$ cat src/rtl/fifo_pop_serializer.sv
// Pops DATA_LEN-bit words from a FIFO read port and streams them out LSB-first as OUT_LEN-bit valid/ready beats.
// Read-through: pop-to-valid 1 cycle, no bubble between words; registered: 2 cycles, one bubble; out_ready low holds the current beat.
module fifo_pop_serializer #(
    parameter int    DATA_LEN     = 64,
    parameter int    OUT_LEN      = 16,
    parameter string READ_THROUGH = "TRUE"
) (
    input  logic                clk,
    input  logic                rst,
    input  logic                fifo_empty,
    output logic                fifo_ren,
    input  logic [DATA_LEN-1:0] fifo_data,
    input  logic                flush,
    output logic                out_valid,
    input  logic                out_ready,
    output logic [OUT_LEN-1:0]  out_data,
    output logic                out_last,
    output logic                busy
);

    localparam int             BEATS    = DATA_LEN / OUT_LEN;
    localparam int             CW       = (BEATS > 1) ? $clog2(BEATS) : 1;
    localparam logic [CW-1:0]  LAST_CNT = CW'(BEATS - 1);
    localparam bit             RT       = (READ_THROUGH == "TRUE");

    typedef enum logic [1:0] {
        S_IDLE,
        S_FETCH,
        S_SEND
    } state_t;

    state_t              state;
    logic [DATA_LEN-1:0] word_r;
    logic [CW-1:0]       cnt;

    logic xfer;
    logic last_beat;
    logic need_word;

    assign out_valid = (state == S_SEND);
    assign out_data  = word_r[OUT_LEN-1:0];
    assign last_beat = (cnt == LAST_CNT);
    assign out_last  = out_valid & last_beat;
    assign busy      = (state != S_IDLE);
    assign xfer      = out_valid & out_ready;

    // A new word is wanted when nothing is held, or when the last beat of the held word leaves this cycle.
    assign need_word = (state == S_IDLE) | (xfer & last_beat);
    assign fifo_ren  = ~rst & ~flush & ~fifo_empty & need_word;

    always_ff @(posedge clk or posedge rst) begin
        if (rst) begin
            state  <= S_IDLE;
            word_r <= '0;
            cnt    <= '0;
        end else if (flush) begin
            state <= S_IDLE;
            cnt   <= '0;
        end else begin
            unique case (state)
                S_IDLE: begin
                    if (fifo_ren) begin
                        if (RT) begin
                            word_r <= fifo_data;
                            cnt    <= '0;
                            state  <= S_SEND;
                        end else begin
                            state <= S_FETCH;
                        end
                    end
                end
                S_FETCH: begin
                    word_r <= fifo_data;
                    cnt    <= '0;
                    state  <= S_SEND;
                end
                S_SEND: begin
                    if (xfer) begin
                        if (last_beat) begin
                            if (fifo_ren) begin
                                if (RT) begin
                                    word_r <= fifo_data;
                                    cnt    <= '0;
                                end else begin
                                    state <= S_FETCH;
                                end
                            end else begin
                                state <= S_IDLE;
                            end
                        end else begin
                            word_r <= word_r >> OUT_LEN;
                            cnt    <= cnt + 1'b1;
                        end
                    end
                end
                default: state <= S_IDLE;
            endcase
        end
    end

endmodule

$ cat config.mk
export PLATFORM = sky130hd
export DESIGN_NAME = fifo_pop_serializer
export DESIGN_NICKNAME = d
export VERILOG_FILES = /design/src/rtl/fifo_pop_serializer.sv
export SDC_FILE = /design/constraint.sdc
export NUM_CORES = 1
export LEC_CHECK = 0
export ABC_AREA = 1
export CAP_MARGIN = 20
export CORE_ASPECT_RATIO = 1.25
export CORE_UTILIZATION = 45
export DETAILED_ROUTE_END_ITERATION = 6
export PLACE_DENSITY = 0.78
export SLEW_MARGIN = 10
export SYNTH_ARGS = -nofsm -noshare
export SYNTH_HDL_FRONTEND = slang
export SYNTH_SLANG_ARGS = --single-unit
$ cat constraint.sdc
create_clock -name clk -period 2.9 [get_ports clk]
set_clock_uncertainty 0.2 [all_clocks]
set_input_delay 0.29 -clock clk [delete_from_list [all_inputs] [get_ports clk]]
set_output_delay 0.29 -clock clk [all_outputs]
set_load 0.1 [all_outputs]
==> summary.txt <==
Timing
  – Total negative slack: 0 ns
  – Slew Limit Headroom: ~43%
  – Max Freq: 463.7 MHz
  – Final period util: about three quarters
  – RSZ-0062 raised after global routing: no
  – Endpoints failing setup: 0
  – Final Critical Period: 2.156 ns
  – Max Slew Vio Count: 0
  – Worst hold slack: slightly below 0.3 ns
  – Hold Fails Final Rpt: 0
  – Slew @ Worst Pin: 0.8495 ns

Power and ir drop
  – Clock share of power: 25.1%
  – Total chip power: 0.002988 W
  – Power share of the combinational group: 32.8%
  – Sw Share: 37.84%
  – Worst vdd ir: approximately 0.00047 V
  – Register share of total power: 42.1%
  – Pwr Density: approximately 650 nW/um^2
  – P_int: 0.001857 W
  – NetSw: ~0.0011 W
  – Static Leak: 2.452 nW

Critical path
  – Reg-to-reg slack, setup: 0.90 ns
  – Arr. time, crit path: 1.67 ns
  – Max Fanout on Critical Path: 10
  – Crit Path Category: flip-flop to output pin
  – Reg2reg path depth: 8
  – Setup crit end kind: output pin
  – Critical R2R Launch: cnt[0]
  – Slowest CP cell: dfrtp_1
  – CP Data Required Time: 2.41 ns
  – Worst-path cell chain: ha_1 > inv_2 > nand2_4 > nand2_1 > nor2_4 > buf_12
  – Setup crit start kind: flip-flop
  – FF-to-FF End: word_r[23]
  – Slowest stage delay, CP: 0.39 ns

Clock tree
  – Worst skew pair latency: 0.33 ns
  – Root Buffer: clkbuf_8
  – Sink Count: 67
  – Hold-fix buffers at CTS: 0
  – CTS max path bufs: 2
  – CTS tree: built
  – Clock-pin slew on the worst setup and hold paths: 0.07 ns
  – Number of gates resized after cts: 0
  – Setup Buffers After CTS: 0
  – TritonCTS Buffers: 9
  – H-tree depth: 3

Drt
  – Vias/cell: about 4.6
  – Wire per inst: 11.01 um
  – Final wirelength: just under 8 mm
  – TritonRoute pass-1 iters: 4
  – Post-route ant nets: 0
  – DR vias: 3,192
  – DR iter-0 viols: 164
  – Remaining DRCs: 0

Die
  – Chip Width: 82.50 um
  – I/O pin count: 89
  – Die H: 102.6 um
  – Core Footprint: 7838 um^2
  – FP Rows: 36
  – Starting Density: 46.50%
  – Die ar.: around 8500 um^2

Yosys
  – Cell variety after synth: 22
  – YS warnings: 0
  – Cell area after synthesis: 3645 um^2
  – Syn nets: 604
  – Syn Area/Cell: between 6 and 7 um^2
  – Syn Inst Count: 534
  – Synth Register Bits: between 60 and 70
  – Post-synthesis sequential area ratio: a little under half

Global routing
  – Met2 GRT Util: around a third
  – GR Layer Usage met1: a little under a quarter
  – Initial antenna violation count: 0
  – Number of global-route vias before repair: roughly 3,100
  – First-pass GRT wire length: 12.84 mm
  – Pin count of the biggest net entering global routing: 68
  – M3 GR Usage: 4.071%
  – Grt ovf: 0
  – Gr busiest metal: met2
  – GRT Util Overall: 19.71%

Finish
  – Most frequent cells in the layout: nand2_1, nor2_1, clkdlybuf4s50_1, dfrtp_1, inv_1
  – Final-stage net count: 668
  – Commonest non-fill, non-tap cell in the layout: nand2_1
  – Diodes inserted: 0
  – Layout cells sized above 1: 8.292%
  – Syn-to-layout area delta: 26.16%

Min path
  – Hold depth: 2
  – Hold Path End: word_r[26]
  – Hold_sp: word_r[26]
  – Worst min path class: flip-flop to flip-flop

Place
  – I/O Buffers: 88
  – Final Wtd Congestion: 0.7725
  – Post-DP HPWL: 5.109 mm

Run status
  – Status: finished clean

Job
  – Max-cap check violation count: 0
==> critical path, delay by kind of cell, from the launching register on <==
| kind | cells | cell delay, ns |
|---|---|---|
| simple gates | 3 | 0.40 |
| flops | 1 | 0.39 |
| buf+inv | 2 | 0.29 |
| fa+ha+maj | 1 | 0.25 |
==> final cells by class <==
cell class              instances  area [um^2]
clock buffers                  14        152.6
repair buffers                 94        913.4
fillers                       761         3239
multi-input cells             362         1459
well taps                      95        118.9
flip-flops and latches         67         1677
inverters                      64        242.7
clock inverters                 2        35.03
==> power by group through the flow <==
stage	sequential (W)	combinational, W	clock, W
6_report	0.00126	0.000980	0.000751
3_3_place_gp	0.00126	0.000969	0
2_1_floorplan	0.00125	0.000822	0
4_1_cts	0.00126	0.000989	0.000772
5_1_grt	0.00128	0.00107	0.000805
3_5_place_dp	0.00127	0.000984	0
==> per-layer routing <==
metal | wire length, um | share of wire (%) | up-vias
li1 | - | - | 1662
met1 | 3401 | 44 | 1437
met2 | 3787 | 49 | 80
met3 | 371 | 4.8 | 13
met4 | 122 | 1.6 | 0
met5 | 0 | 0 | -
==> how the worst max path moves through the flow <==
stage	startpoint	endpoint	slack, ns	cells past startpoint
finish	cnt[0]	fifo_ren	0.74	6
global route	cnt[0]	fifo_ren	0.62	6
CTS	cnt[0]	fifo_ren	0.74	6
detailed placement	flush	word_r[59]	0.66	8
global placement	flush	word_r[54]	0.74	8
floorplan	rst	word_r[53]	0.11	8
==> logic make-up after synthesis <==
group	count (synthesis)	synth area share, %
buffers and inverters	105	14.38
DFF	67	46.00
AOI/OAI and AO/OA	10	1.545
adders and majority gates	1	0.3432
xor gates and xnor gates	1	0.2403
and+or+nand+nor	350	37.49
==> stage by stage <==
step / setup slack [ns] / instances / instance area (um^2) / util (%)
finish: 0.7437 / 698 / 4598 / 58.67
global route: 0.6199 / 698 / 4598 / 58.67
CTS: 0.7378 / 698 / 4598 / 58.67
detailed placement: 0.6554 / 682 / 4410 / 56.27
global placement: 0.7376 / 682 / 4410 / 56.27
floorplan: 0.1058 / 534 / 3645 / -
==> synth_stat cells <==
library cell	number	area, um^2
nand4_1	2	12.51
inv_4	1	6.260
nor3_1	1	5.000
clkbuf_1	8	30.03
nand2_2	3	18.77
dfrtp_1	67	1677
inv_2	2	7.510
nand2_4	1	11.26
xnor2_1	1	8.760
buf_6	5	56.30
nand3_4	1	17.52
nand3_1	9	45.04
a21oi_2	1	8.760
nor2_1	165	619.3
a22oi_1	1	7.510
ha_1	1	12.51
nand3_2	1	10.01
a21oi_1	8	40.04
buf_4	22	165.2
buf_2	6	30.03
nand2_1	167	626.9
inv_1	61	229.0
==> registers in the layout, indices dropped and copies added (netlist names) <==
signal,cells
state,1
word_r,64
cnt,2
(Power assumes the default switching activity.)
